<file path="src/rtl/fir_coeff_loader_pkg.sv">
// fir_coeff_loader_pkg
//   Shared definitions for the FIR coefficient loader and its bank:
//   loader state encoding, unity-reset coefficient, the clog2 helper and
//   the packed-bus convention (tap i at bits [width*i +: width]) so the
//   writer and the FIR filter reader agree on layout.
package fir_coeff_loader_pkg;

  typedef enum logic [1:0] {
    FIR_LD_IDLE      = 2'd0,
    FIR_LD_LOAD      = 2'd1,
    FIR_LD_WAIT_SWAP = 2'd2
  } fir_ld_state_t;

  // Value of tap 0 after reset; all other taps reset to zero (pass-through).
  localparam int unsigned FIR_UNITY_COEFF = 1;

  function automatic int unsigned fir_clog2(input int unsigned n);
    int unsigned r;
    r = 0;
    while ((64'd1 << r) < 64'(n)) r++;
    return r;
  endfunction

  // Low bit of tap 'tap' on the packed coefficient bus.
  function automatic int unsigned fir_tap_lsb(input int unsigned tap, input int unsigned width);
    return tap * width;
  endfunction

endpackage

</file>
<file path="src/rtl/fir_coeff_loader_bank.sv">
// fir_coeff_bank
//   Shadow/active coefficient storage. The shadow bank is written one tap
//   at a time; on 'swap' the whole shadow bank is copied in parallel into
//   the active bank, which drives packed_coeff directly from registers.
//   Optional readback port when FIR_COEFF_READBACK_EN is defined.
// Ports:
//   clk, rst_n     clock, async active-low reset
//   wr_en          write wr_data into shadow[wr_addr]
//   wr_addr        shadow tap index
//   wr_data        coefficient, stored bit-exact
//   swap           copy shadow -> active on this edge
//   rd_addr        (FIR_COEFF_READBACK_EN) shadow read address
//   rd_data        (FIR_COEFF_READBACK_EN) shadow[rd_addr], 1-cycle latency
//   packed_coeff   active bank, tap i at [COEFF_WIDTH*i +: COEFF_WIDTH]
module fir_coeff_bank
  import fir_coeff_loader_pkg::*;
#(
  parameter  int unsigned COEFF_WIDTH = 8,
  parameter  int unsigned NUM_TAPS    = 4,
  localparam int unsigned IDX_W       = fir_clog2(NUM_TAPS)
) (
  input  logic                            clk,
  input  logic                            rst_n,
  input  logic                            wr_en,
  input  logic [IDX_W-1:0]                wr_addr,
  input  logic [COEFF_WIDTH-1:0]          wr_data,
  input  logic                            swap,
`ifdef FIR_COEFF_READBACK_EN
  input  logic [IDX_W-1:0]                rd_addr,
  output logic [COEFF_WIDTH-1:0]          rd_data,
`endif
  output logic [COEFF_WIDTH*NUM_TAPS-1:0] packed_coeff
);

  typedef logic [COEFF_WIDTH*NUM_TAPS-1:0] bank_t;
  localparam bank_t UNITY_BANK = bank_t'(FIR_UNITY_COEFF);

  logic [COEFF_WIDTH-1:0] shadow [NUM_TAPS];

  always_ff @(posedge clk or negedge rst_n) begin
    if (!rst_n) begin
      for (int unsigned i = 0; i < NUM_TAPS; i++) begin
        shadow[i[IDX_W-1:0]] <= '0;
      end
    end else if (wr_en) begin
      shadow[wr_addr] <= wr_data;
    end
  end

  always_ff @(posedge clk or negedge rst_n) begin
    if (!rst_n) begin
      packed_coeff <= UNITY_BANK;
    end else if (swap) begin
      for (int unsigned i = 0; i < NUM_TAPS; i++) begin
        packed_coeff[fir_tap_lsb(i, COEFF_WIDTH) +: COEFF_WIDTH] <= shadow[i[IDX_W-1:0]];
      end
    end
  end

`ifdef FIR_COEFF_READBACK_EN
  always_ff @(posedge clk or negedge rst_n) begin
    if (!rst_n) begin
      rd_data <= '0;
    end else if (int unsigned'(rd_addr) < NUM_TAPS) begin
      rd_data <= shadow[rd_addr];
    end else begin
      rd_data <= '0;
    end
  end
`endif

endmodule

</file>
<file path="src/rtl/fir_coeff_loader.sv">
// fir_coeff_loader
//   Writer side of the FIR packed coefficient bus. Accepts a framed stream
//   of coefficients (valid/ready) into a shadow bank, then on a
//   sample-aligned swap_en strobe moves the full set to the active bank.
//   Optional shadow readback port: define FIR_COEFF_READBACK_EN.
// Ports:
//   clk, rst_n     clock, async active-low reset
//   load_start     pulse: begin/restart a frame
//   load_abort     pulse: discard frame in progress (highest priority)
//   coeff_in       coefficient for tap_index
//   coeff_valid    coeff_in valid
//   coeff_ready    transfer accepted this cycle (combinational in pulses)
//   swap_en        sample-boundary strobe enabling the bank swap
//   tap_index      next tap to be written
//   busy           FSM not idle
//   load_done      pulse in the cycle the new set appears on packed_coeff
//   packed_coeff   active bank, tap i at [COEFF_WIDTH*i +: COEFF_WIDTH]
//   rd_addr        (FIR_COEFF_READBACK_EN) shadow read address
//   rd_data        (FIR_COEFF_READBACK_EN) shadow readback, 1-cycle latency
module fir_coeff_loader
  import fir_coeff_loader_pkg::*;
#(
  parameter  int unsigned COEFF_WIDTH = 8,
  parameter  int unsigned NUM_TAPS    = 4,
  localparam int unsigned IDX_W       = fir_clog2(NUM_TAPS)
) (
  input  logic                            clk,
  input  logic                            rst_n,
  input  logic                            load_start,
  input  logic                            load_abort,
  input  logic [COEFF_WIDTH-1:0]          coeff_in,
  input  logic                            coeff_valid,
  output logic                            coeff_ready,
  input  logic                            swap_en,
  output logic [IDX_W-1:0]                tap_index,
  output logic                            busy,
  output logic                            load_done,
`ifdef FIR_COEFF_READBACK_EN
  input  logic [IDX_W-1:0]                rd_addr,
  output logic [COEFF_WIDTH-1:0]          rd_data,
`endif
  output logic [COEFF_WIDTH*NUM_TAPS-1:0] packed_coeff
);

  localparam logic [IDX_W-1:0] LAST_TAP = IDX_W'(NUM_TAPS - 1);

  fir_ld_state_t state;
  logic          wr_en;
  logic          swap;

  // Either pulse pre-empts data/swap in the same cycle.
  always_comb begin
    coeff_ready = (state == FIR_LD_LOAD) && !load_start && !load_abort;
    wr_en       = coeff_valid && coeff_ready;
    swap        = (state == FIR_LD_WAIT_SWAP) && swap_en && !load_start && !load_abort;
  end

  always_ff @(posedge clk or negedge rst_n) begin
    if (!rst_n) begin
      state     <= FIR_LD_IDLE;
      tap_index <= '0;
      busy      <= 1'b0;
      load_done <= 1'b0;
    end else begin
      load_done <= 1'b0;
      if (load_abort) begin
        state     <= FIR_LD_IDLE;
        tap_index <= '0;
        busy      <= 1'b0;
      end else if (load_start) begin
        state     <= FIR_LD_LOAD;
        tap_index <= '0;
        busy      <= 1'b1;
      end else begin
        case (state)
          FIR_LD_LOAD: begin
            if (wr_en) begin
              if (tap_index == LAST_TAP) begin
                state     <= FIR_LD_WAIT_SWAP;
                tap_index <= '0;
              end else begin
                tap_index <= tap_index + IDX_W'(1);
              end
            end
          end
          FIR_LD_WAIT_SWAP: begin
            if (swap) begin
              state     <= FIR_LD_IDLE;
              busy      <= 1'b0;
              load_done <= 1'b1;
            end
          end
          default: begin
            state <= FIR_LD_IDLE;
            busy  <= 1'b0;
          end
        endcase
      end
    end
  end

  fir_coeff_bank #(
    .COEFF_WIDTH (COEFF_WIDTH),
    .NUM_TAPS    (NUM_TAPS)
  ) u_bank (
    .clk          (clk),
    .rst_n        (rst_n),
    .wr_en        (wr_en),
    .wr_addr      (tap_index),
    .wr_data      (coeff_in),
    .swap         (swap),
`ifdef FIR_COEFF_READBACK_EN
    .rd_addr      (rd_addr),
    .rd_data      (rd_data),
`endif
    .packed_coeff (packed_coeff)
  );

endmodule

</file>
<file path="config.mk">
export PLATFORM = sky130hd
export DESIGN_NAME = fir_coeff_loader
export DESIGN_NICKNAME = d
export VERILOG_FILES = /design/src/rtl/fir_coeff_loader_pkg.sv /design/src/rtl/fir_coeff_loader_bank.sv /design/src/rtl/fir_coeff_loader.sv
export SDC_FILE = /design/constraint.sdc
export NUM_CORES = 1
export LEC_CHECK = 0
export BUFFER_PORTS_ARGS = -buffer_cell sky130_fd_sc_hd__buf_2
export CAP_MARGIN = 40
export CORE_AREA = 2 2 77 79
export CTS_CLUSTER_SIZE = 24
export DETAILED_ROUTE_END_ITERATION = 7
export DIE_AREA = 0 0 79 81
export GPL_ROUTABILITY_DRIVEN = 0
export PLACE_DENSITY = 0.78
export SYNTH_ARGS = -nofsm -noshare
export SYNTH_HDL_FRONTEND = slang
export SYNTH_HIERARCHICAL = 1
export SYNTH_SLANG_ARGS = --single-unit
</file>
<file path="constraint.sdc">
create_clock -name clk -period 2.2 [get_ports clk]
set_input_delay 0.33 -clock clk [delete_from_list [all_inputs] [get_ports clk]]
set_output_delay 0.33 -clock clk [all_outputs]
set_load 0.05 [all_outputs]
</file>
# [Yosys cells after proc, flatten, opt, wreduce, memory -nomap -nowiden]
# Cells that the tools add are included.
[totals] in_bits=14 ff_bits=70 elab_cells=56
[op_classes] addsub=1 eq_ne=7 n_reduce_logical=14 mux=22 n_lt_le_gt_ge=2 n_bitwise=1
[op_table] op="$bwmux W32" n=1
[op_table] op="$mux W2" n=10
[op_table] op="$demux W8 S2" n=1
[op_table] op="$mux W8" n=1
[op_table] op="$ne A4 B3 Y1 const B" n=2
[op_table] op="$logic_and A1 B1 Y1" n=7
[op_table] op="$mux W1" n=7
[op_table] op="$reduce_bool A3 Y1" n=2
[op_table] op="$eq A2 B2 Y1 const B" n=2
[op_table] op="$ne A4 B4 Y1 const B" n=1
[op_table] op="$pmux W2 S2" n=1
[op_table] op="$reduce_and A2 Y1" n=2
[op_table] op="$ge A3 B3 Y1 const B" n=1
[op_table] op="$lt A3 B1 Y1 const B" n=1
[op_table] op="$ne A3 B3 Y1 const B" n=1
[op_table] op="$not A2 Y3" n=1
[op_table] op="$reduce_and A3 Y1" n=1
[op_table] op="$add A2 B1 Y2 const B" n=1
[op_table] op="$eq A2 B1 Y1 const B" n=1
[op_table] op="$logic_not A1 Y1" n=2
[op_table] op="$pmux W1 S2" n=1

# [Longest topological paths before layout]
# Gate-level depths: netlist of the first run.
[logic_depth] depth_word=8 mapped_depth=6 ltp_nobuf=4

# [Cells and area by module]
# The synthesis of the first run kept the hierarchy.
[by_module_without_submodules] module="fir_coeff_bank" area_each_um2=2393.5 seq_area_each_um2=1602.8 cells_per_inst=136 instances=1
[by_module_without_submodules] module="fir_coeff_loader" area_each_um2=304.0 seq_area_each_um2=150.1 cells_per_inst=31 instances=1

# [Least setup slack after synthesis of the first run]
# Ideal clock, no wire load.
[synth_path] path_type="input-to-reg" start="input load_start" end="register u_bank/shadow[24] in the netlist's numbering" stages=5 slack_ns=0.336 arrival_ns=1.739 n_path_buf=1 path_cell_list="or2_1 clkbuf_1 nor2_1 nor3b_4 mux2_2"
[synth_via] elab_chain_len=4
[synth_rtl] element="start: declaration" line="fir_coeff_loader.sv:29" text="input logic load_start,"
[synth_rtl] element="$logic_not A1 Y1" line="fir_coeff_loader.sv:53" text="coeff_ready = (state == FIR_LD_LOAD) && !load_start && !load_abort;"
[synth_rtl] element="$logic_and A1 B1 Y1 (2 in series)" line="fir_coeff_loader.sv:53"
[synth_rtl] element="$logic_and A1 B1 Y1" line="fir_coeff_loader.sv:54" text="wr_en = coeff_valid && coeff_ready;"
[synth_rtl] element="named net wr_en" line="fir_coeff_loader.sv:48" text="logic wr_en;"
[synth_rtl] element="end signal: indexed assignment" line="fir_coeff_loader_bank.sv:46" text="shadow[wr_addr] <= wr_data;"
[synth_rtl] element="end: declaration" line="fir_coeff_loader_bank.sv:38" text="logic [COEFF_WIDTH-1:0] shadow [NUM_TAPS];"
# The timed path passes the listed nets, and every way through them passes these cells.
# A chain may end at the register's enable or synchronous reset.

# [Worst setup path in the final report of the first run]
[layout_path] start="register state[1]" end="register u_bank/shadow[30] in the netlist's numbering"
[layout_via] elab_chain_len=4
[layout_rtl] element="start: declaration" line="fir_coeff_loader.sv:47" text="fir_ld_state_t state;"
[layout_rtl] element="start signal: assignment" line="fir_coeff_loader.sv:60" text="state <= FIR_LD_IDLE;"
[layout_rtl] element="start signal: assignment" line="fir_coeff_loader.sv:67" text="state <= FIR_LD_IDLE;"
[layout_rtl] element="start signal: assignment" line="fir_coeff_loader.sv:71" text="state <= FIR_LD_LOAD;"
[layout_rtl] element="$eq A2 B1 Y1" line="fir_coeff_loader.sv:53"
[layout_rtl] element="$logic_and A1 B1 Y1 (2 in series)" line="fir_coeff_loader.sv:53"
[layout_rtl] element="$logic_and A1 B1 Y1" line="fir_coeff_loader.sv:54"
[layout_rtl] element="named net wr_en" line="fir_coeff_loader.sv:48"
# The timed path passes the listed nets, and every way through them passes these cells.

==> qor.yml, run 1 <==
critPathKind: "flip-flop to flip-flop"
crit_family: "simple AND/OR/NAND/NOR gates"
met2WireLength_mm: 2.15
power.total_w: 0.00232
leakage_nw: 1.74
root_buffer: "clkbuf_8"
reg2regPathDepth: 4
wire_per_inst_um: 14.9
timing_hold_violations_final: 0
route.met3.wl_um: 212
cp.depth: 4
layout-drive-gt1-share_pct: 59.9
grt_pass1_wl_mm: 7.20
vias_per_cell: 5.00
post_cts_buffers: 0
worst_path_max_delay_cell: "nor3b_4"
yosysUniqueCellTypes: 24
vias: 1534
max_stage_delay_ps: 480
drt_first_pass_iters: 4
utilization_pct: 56.8
synth_seq_area_share_pct: 65.0
tightestPinTransition_ps: 486
yosys_warnings: 6
grtUsageTotal_pct: 15.2
period_share_pct: 80.2
end_kind: "flip-flop"
clk_pin_slew_ps: 60
cts-resized-gates: 0
clockBufferDepth: 2
slew_violations: 0
n_antenna_cell: 0
htreeDepth: 3
rows: 28
required_ps: 2410
die_x_um: 79
powerDensity_mw_per_mm2: 721
outcome: "complete, no violations"
timing.setup.tns_ps: 0
final_cell_mix: "dfrtp_1 (69), mux2_2 (62), buf_2 (50), clkbuf_8 (9), nor2_1 (6)"
syn-instance-count: 167
core_area_mm2: 0.00568
ys_seq_elements: 70
grt_pass1_vias: 1441
layout_min_cycle_time_ps: 1760
maxCapViolations: 0
syn_to_final_growth_pct: 19.5
ios: 51
syn-cell-area_mm2: 0.00270
cts_hold_buf: 0
drcViolationCount: 0
port_buffers: 50
place.detailed.hpwl_mm: 3.10
instances_no_fill: 307
clock-sinks: 70
clock_latency_ps: 330
wl_mm: 4.57
gr-total-overflow: 0
fp.dieArea_mm2: 0.00640
skew_ps: 7.77
ant_nets: 0
rsz0062_at_grt: "false"
relSlewSlack_pct: 67.6
final_nets: 242
arrival_ps: 1980
met1_length_mm: 2.13
die_y_um: 81
cp_num_buf_inv: 0
syn_avg_cell_area_um2: 16.2
cts_buffers: 9
synth_fp_nets: 182
cp_cell_sequence: "nand3b_4 > nor2_1 > nor3b_4 > mux2_2"
start_util_pct: 47.5
dr.first_iter.drc_count: 110
worstPathMaxFanout: 8
grt_max_degree: 71
fmax_mhz: 567
cts_tree: "yes"
post-place-cells: 291
hold_class: "primary input to async pin"
irDropWorstVdd_mv: 0.302
start_kind: "flip-flop"
top_layer_used: "met4"
layout_commonest_cell: "dfrtp_1"
antenna_found_initial: 0
setup_viol: 0
-- power by group --
| group | switching, W | internal (W) | total, W | leakage (nW) |
|---|---|---|---|---|
| logic | 0.0000659 | 0.0000567 | 0.000123 | 0.698 |
| clock network | 0.000436 | 0.000401 | 0.000838 | 0.0829 |
| registers | 0.0000269 | 0.00134 | 0.00136 | 0.956 |
| total | 0.000529 | 0.00179 | 0.00232 | 1.74 |
-- registers in the layout, summed over array words and instances (netlist names) --
name / cells
load_done: 1
u_bank/packed_coeff: 32
state: 2
busy: 1
tap_index: 2
u_bank/shadow: 32
-- Yosys cell counts --
| library cell | n | area [um2] |
|---|---|---|
| dfrtp_1 | 69 | 1730 |
| mux2_2 | 62 | 698 |
| nor2_1 | 7 | 26.3 |
| buf_2 | 3 | 15.0 |
| nand2_1 | 3 | 11.3 |
| a21oi_1 | 2 | 10.0 |
| clkbuf_1 | 2 | 7.51 |
| mux2_1 | 2 | 22.5 |
| nand3b_2 | 2 | 22.5 |
| a211oi_1 | 1 | 7.51 |
| a21oi_2 | 1 | 8.76 |
| a32oi_1 | 1 | 8.76 |
| dfstp_2 | 1 | 26.3 |
| ha_1 | 1 | 12.5 |
| nand3_1 | 1 | 5.00 |
| nand3_2 | 1 | 10.0 |
| nand3b_1 | 1 | 7.51 |
| nand3b_4 | 1 | 20.0 |
| nor2b_1 | 1 | 6.26 |
| nor2b_2 | 1 | 8.76 |
| nor3_1 | 1 | 5.00 |
| nor3b_4 | 1 | 18.8 |
| or2_1 | 1 | 6.26 |
| or3_1 | 1 | 6.26 |
-- through the flow --
stage	instance area (um2)	hold slack, ps	worst slack (ps)
after CTS	3220	15.3	410
after global placement	3060	383	321
final	3220	8.90	435
after floorplan	2700	34.4	336
after global routing	3220	28.7	354
after detailed placement	3060	379	260
-- layer usage --
layer | vias to the layer above | track usage [%]
li1 | 720 | -
met1 | 772 | 20.3
met2 | 35 | 22.4
met3 | 7 | 5.00
met4 | 0 | 7.24
met5 | - | 0
-- worst register-to-register path, delay by kind of cell, from the launching register on --
family,cells,cell delay (ps)
AND/OR/NAND/NOR,3,830
flip-flops,1,430
multiplexers,1,400
-- final timing paths --
check | startpoint | endpoint | slack, ps
max in group asynchronous | rst_n | u_bank/packed_coeff[0]$_DFFE_PN1P_ | 1870
max reg2reg | state[1]$_DFFE_PN0P_ | u_bank/shadow[30]$_DFFE_PN0P_ | 440
min reg2reg | u_bank/packed_coeff[1]$_DFFE_PN0P_ | u_bank/packed_coeff[1]$_DFFE_PN0P_ | 480
max | state[1]$_DFFE_PN0P_ | u_bank/shadow[30]$_DFFE_PN0P_ | 440
min in group clk | load_abort | state[0]$_DFFE_PN0P_ | 180
min | rst_n | u_bank/packed_coeff[15]$_DFFE_PN0P_ | 9
-- layout make-up --
type	count	area [um2]
clock buffers	11	131
clock inverters	5	27.5
fillers	472	2450
multi-input cells	92	925
flip-flops and latches	70	1750
well taps	75	93.8
repair buffers	54	293
-- cell families after synthesis --
group | synth area share (%)
buf+inv | 0.835
fa+ha+maj | 0.464
compound gates | 1.30
mux | 26.7
flops | 65.0
simple gates | 5.71
No activity file was read; power rests on OpenSTA's default activity.
==> run 2: changes to the inputs <==
--- a/config.mk
+++ b/config.mk
@@ -7,12 +7,12 @@
 export LEC_CHECK = 0
 export BUFFER_PORTS_ARGS = -buffer_cell sky130_fd_sc_hd__buf_2
 export CAP_MARGIN = 40
-export CORE_AREA = 2 2 77 79
+export CORE_AREA = 2 2 78 80
 export CTS_CLUSTER_SIZE = 24
 export DETAILED_ROUTE_END_ITERATION = 7
-export DIE_AREA = 0 0 79 81
+export DIE_AREA = 0 0 80 82
 export GPL_ROUTABILITY_DRIVEN = 0
-export PLACE_DENSITY = 0.78
+export PLACE_DENSITY = 0.8
 export SYNTH_ARGS = -nofsm -noshare
 export SYNTH_HDL_FRONTEND = slang
 export SYNTH_HIERARCHICAL = 1
==> constraint.sdc (replaced) <==
create_clock -name clk -period 1.4 [get_ports clk]
set_input_delay 0.21 -clock clk [delete_from_list [all_inputs] [get_ports clk]]
set_output_delay 0.21 -clock clk [all_outputs]
set_load 0.05 [all_outputs]
==> qor.yml, run 2 (synthesis gave the netlist of run 1 again) <==
outcome: "finished with violations"
violations: "setup timing"
port_buffers: 50
worst_slack_ps: -136
wl_mm: 5.48
irDropWorstVdd_mv: 0.644
arrival_ps: 1760
tightestPinTransition_ps: 356
die_y_um: 82
htreeDepth: 3
grt_max_degree: 42
n_fill_cell: 429
relSlewSlack_pct: 76.3
ios: 51
p_seq_share_pct: 53.2
maxCapViolations: 0
powerDensity_mw_per_mm2: 1080
clock_latency_ps: 340
layout_min_cycle_time_ps: 1540
worstPathMaxFanout: 6
final_cell_mix: "dfrtp_1 (67), buf_2 (49), mux2_4 (40), mux2_2 (24), buf_4 (14)"
ant_nets: 0
gr-total-overflow: 0
grt_pass1_wl_mm: 8.70
leakage_nw: 2.01
slew_violations: 0
switching_share_pct: 21.7
whs_ps: 140
cts_buffers: 9
p_int_w: 0.00316
rsz0062_at_grt: "true"
max_stage_delay_ps: 430
root_buffer: "clkbuf_8"
period_share_pct: 110
vias_per_cell: 5.02
worst_path_max_delay_cell: "dfrtp_1"
syn_to_final_growth_pct: 38.4
clockBufferDepth: 2
cts_tree: "yes"
wire_per_inst_um: 16.7
core_area_mm2: 0.00575
start_util_pct: 47.0
skew_ps: 10.2
final_nets: 263
fp.dieArea_mm2: 0.00656
hold_class: "primary input to flip-flop"
start_kind: "flip-flop"
layout_commonest_cell: "dfrtp_1"
combPwrFrac_pct: 6.6
required_ps: 1620
critPathKind: "flip-flop to flip-flop"
place.detailed.hpwl_mm: 3.50
clk_pin_slew_ps: 70
p_switching_w: 0.000875
antenna_found_initial: 0
reg_top3: "u_bank/packed_coeff x32, u_bank/shadow x32"
clock-sinks: 70
cp_cell_sequence: "nand3b_1 > nor2_4 > buf_12 > clkbuf_16 > mux2_4"
grt_pass1_vias: 1670
die_x_um: 80
n_antenna_cell: 0
layout-drive-gt1-share_pct: 65.2
end_kind: "flip-flop"
grtUsageTotal_pct: 17.9
power.total_w: 0.00404
drt_first_pass_iters: 4
setup_viol: 65
vias: 1648
fmax_mhz: 651
drcViolationCount: 0
dr.first_iter.drc_count: 109
clkPwrFrac_pct: 40.2
rows: 28
timing_hold_violations_final: 0
[run 2: metrics by stage]
step	TNS [ps]	util (%)	instances	setup WS, ps	area, um2
4_1_cts	-4990	62.9	322	-130	3610
3_3_place_gp	-7420	57.4	302	-153	3300
3_5_place_dp	-8840	57.4	302	-193	3300
2_1_floorplan	-2420	-	167	-187	2860
6_report	-5210	65.0	328	-136	3730
5_1_grt	-10560	65.0	328	-220	3730
[run 2: final timing paths]
kind	from	end	slack, ps	cells after the start
setup / recovery	state[0]$_DFFE_PN0P_	u_bank/packed_coeff[21]$_DFFE_PN0P_	-140	5
hold / removal	load_abort	state[0]$_DFFE_PN0P_	140	3
setup reg to reg	state[0]$_DFFE_PN0P_	u_bank/packed_coeff[21]$_DFFE_PN0P_	-140	5
hold reg to reg	u_bank/shadow[0]$_DFFE_PN0P_	u_bank/packed_coeff[24]$_DFFE_PN0P_	500	1
max in group asynchronous	rst_n	tap_index[1]$_DFFE_PN0P_	540	3
min in group asynchronous	rst_n	u_bank/shadow[10]$_DFFE_PN0P_	310	2
[run 2: layout make-up]
cell class | count | area, um2 | share of cell area, %
Tap cell | 75 | 93.8 | 2.51
Sequential cell | 70 | 1760 | 47.0
Clock buffer | 13 | 159 | 4.26
Clock inverter | 3 | 42.5 | 1.14
Timing Repair Buffer | 75 | 564 | 15.1
Multi-Input combinational cell | 92 | 1120 | 29.9
[run 2: critical path, delay by kind of cell, from the launching register on]
kind / cells / cell delay, ps
multiplexers: 1 / 300
buffers and inverters: 2 / 310
flip-flops: 1 / 430
AND/OR/NAND/NOR: 2 / 390
[run 2: routing by layer]
layer	vias to the layer above	global-route usage [%]	share of wire [%]
li1	753	-	-
met1	840	24.9	47
met2	49	27.4	47
met3	6	5.27	4.7
met4	0	5.76	1.1
met5	-	0	0
[run 2: power by group through the flow]
stage	clock (W)	combinational, W	sequential, W
floorplan	0	0.000101	0.00218
global placement	0	0.000213	0.00218
detailed placement	0	0.000221	0.00218
CTS	0.00165	0.000270	0.00215
global route	0.00177	0.000291	0.00216
finish	0.00163	0.000265	0.00215
[run 2: what timing repair did]
action                     in CTS  in global routing
hold endpoints to repair       11                  0
cloned                          0                  4
setup endpoints to repair      65                 65
gates resized for setup        19                  1
buffers inserted                3                  2
hold buffers                    1                  0
pin swaps                       1                  1
==> run 3: changes to the inputs <==
--- a/config.mk
+++ b/config.mk
@@ -7,12 +7,13 @@
 export LEC_CHECK = 0
 export BUFFER_PORTS_ARGS = -buffer_cell sky130_fd_sc_hd__buf_2
 export CAP_MARGIN = 40
-export CORE_AREA = 2 2 78 80
+export CORE_AREA = 2 2 98 100
 export CTS_CLUSTER_SIZE = 24
 export DETAILED_ROUTE_END_ITERATION = 7
-export DIE_AREA = 0 0 80 82
+export DIE_AREA = 0 0 100 102
 export GPL_ROUTABILITY_DRIVEN = 0
-export PLACE_DENSITY = 0.8
+export PLACE_DENSITY = 0.57
+export RECOVER_POWER = 100
 export SYNTH_ARGS = -nofsm -noshare
 export SYNTH_HDL_FRONTEND = slang
 export SYNTH_HIERARCHICAL = 1
==> qor.yml, run 3 (synthesis gave the netlist of run 1 again) <==
outcome: "finished with violations"
violations: "setup timing"
setup_viol: 66
r2r-end: "u_bank/shadow[31]$_DFFE_PN0P_"
worst_slack_ps: -132
syn_to_final_growth_pct: 44.9
ant_nets: 0
grtUsageTotal_pct: 12.2
hold_start: "load_abort"
power.total_w: 0.00441
dr.first_iter.drc_count: 59
worstPathMaxFanout: 8
vias_per_cell: 4.53
rrSetupSlack_ps: -130
final_nets: 269
relSlewSlack_pct: 37.4
crit_family: "flip-flops"
max_stage_delay_ps: 420
worst_path_max_delay_cell: "dfrtp_1"
die_x_um: 100
port_buffers: 50
rsz0062_at_grt: "true"
vias: 1675
timing.setup.tns_ps: -6890
fmax_mhz: 653
place.detailed.hpwl_mm: 3.67
ios: 51
maxCapViolations: 0
gr-total-overflow: 0
reg2regPathDepth: 6
fp.dieArea_mm2: 0.0102
antenna_found_initial: 0
layout_min_cycle_time_ps: 1530
grt_pass1_vias: 1752
clk_pin_slew_ps: 70
r2r-start: "state[0]$_DFFE_PN0P_"
slew_violations: 0
grt_max_degree: 71
cts_tree: "yes"
cts_buffers: 9
n_antenna_cell: 0
skew_ps: 10.3
clock_latency_ps: 350
grt_pass1_wl_mm: 9.36
powerDensity_mw_per_mm2: 1130
layout_commonest_cell: "dfrtp_1"
cp_num_buf_inv: 2
die_y_um: 102
period_share_pct: 109
htreeDepth: 3
root_buffer: "clkbuf_8"
min_to: "state[0]$_DFFE_PN0P_"
start_kind: "flip-flop"
rows: 35
critPathKind: "flip-flop to flip-flop"
clock-sinks: 70
required_ps: 1630
drcViolationCount: 0
irDropWorstVdd_mv: 0.437
core_area_mm2: 0.00911
post-place-cells: 339
hold_class: "primary input to flip-flop"
timing_hold_violations_final: 0
tightestPinTransition_ps: 939
end_kind: "flip-flop"
start_util_pct: 29.6
drt_first_pass_iters: 4
wl_mm: 5.82
hold_path_depth: 3
reg_top3: "u_bank/packed_coeff x32, u_bank/shadow x32"
arrival_ps: 1760
instances_no_fill: 370
leakage_nw: 2.04
final_cell_mix: "dfrtp_1 (67), buf_2 (49), mux2_4 (40), mux2_2 (24), buf_4 (13)"
clockBufferDepth: 2
wire_per_inst_um: 15.7
cp_cell_sequence: "buf_6 > nand3b_4 > nor2_4 > nor3b_4 > buf_12 > mux2_4"
layout-drive-gt1-share_pct: 67.2
==> run 3: cell type report <==
cell class / instances / area [um2]
Fill cell: 862 / 5200
Sequential cell: 70 / 1760
Multi-Input combinational cell: 92 / 1110
Timing Repair Buffer: 81 / 653
Tap cell: 111 / 139
Clock buffer: 10 / 138
Clock inverter: 6 / 109
==> run 3: worst max path at each step <==
stage	start	to	cells after the start
after floorplan	state[1]$_DFFE_PN0P_	u_bank/shadow[24]$_DFFE_PN0P_	4
after global placement	load_start	u_bank/shadow[26]$_DFFE_PN0P_	6
after detailed placement	load_start	u_bank/shadow[28]$_DFFE_PN0P_	6
after CTS	state[0]$_DFFE_PN0P_	u_bank/shadow[31]$_DFFE_PN0P_	6
after global routing	state[0]$_DFFE_PN0P_	u_bank/shadow[26]$_DFFE_PN0P_	6
final	state[0]$_DFFE_PN0P_	u_bank/shadow[31]$_DFFE_PN0P_	6
==> run 3: stage by stage <==
stage	instance area, um2	setup slack (ps)	hold WS [ps]	utilization, %
final	3910	-132	114	42.9
after global routing	3910	-196	115	42.9
after CTS	3850	-135	102	42.3
after detailed placement	3360	-229	267	36.9
after global placement	3360	-191	268	36.9
after floorplan	2860	-187	-85.6	-
==> run 3: worst min-delay path, cell delays in order <==
cell	delay, ps
buf_2	80
buf_4	100
nor2_1	30
==> run 3: power by group <==
part / switching [W] / internal (W) / leakage (nW)
combinational: 0.000120 / 0.000153 / 0.963
sequential: 0.0000469 / 0.00210 / 0.953
clock: 0.000766 / 0.00123 / 0.126
total: 0.000933 / 0.00348 / 2.04
==> run 3: layer usage <==
metal	global-route usage, %	wire [um]	up-vias
met4	5.06	102	0
met1	17.0	2800	856
met3	4.17	318	11
li1	-	-	769
met5	0	0	-
met2	17.5	2600	39
==> run 3: timing repair <==
| action | CTS | global route |
|---|---|---|
| setup buffers | 6 | 4 |
| gates cloned | 3 | 1 |
| pin swaps | 2 | 1 |
| hold buffers | 1 | 0 |
| endpoints found under the setup margin | 65 | 66 |
| resized for setup | 26 | 3 |
| hold endpoints to repair | 69 | 0 |
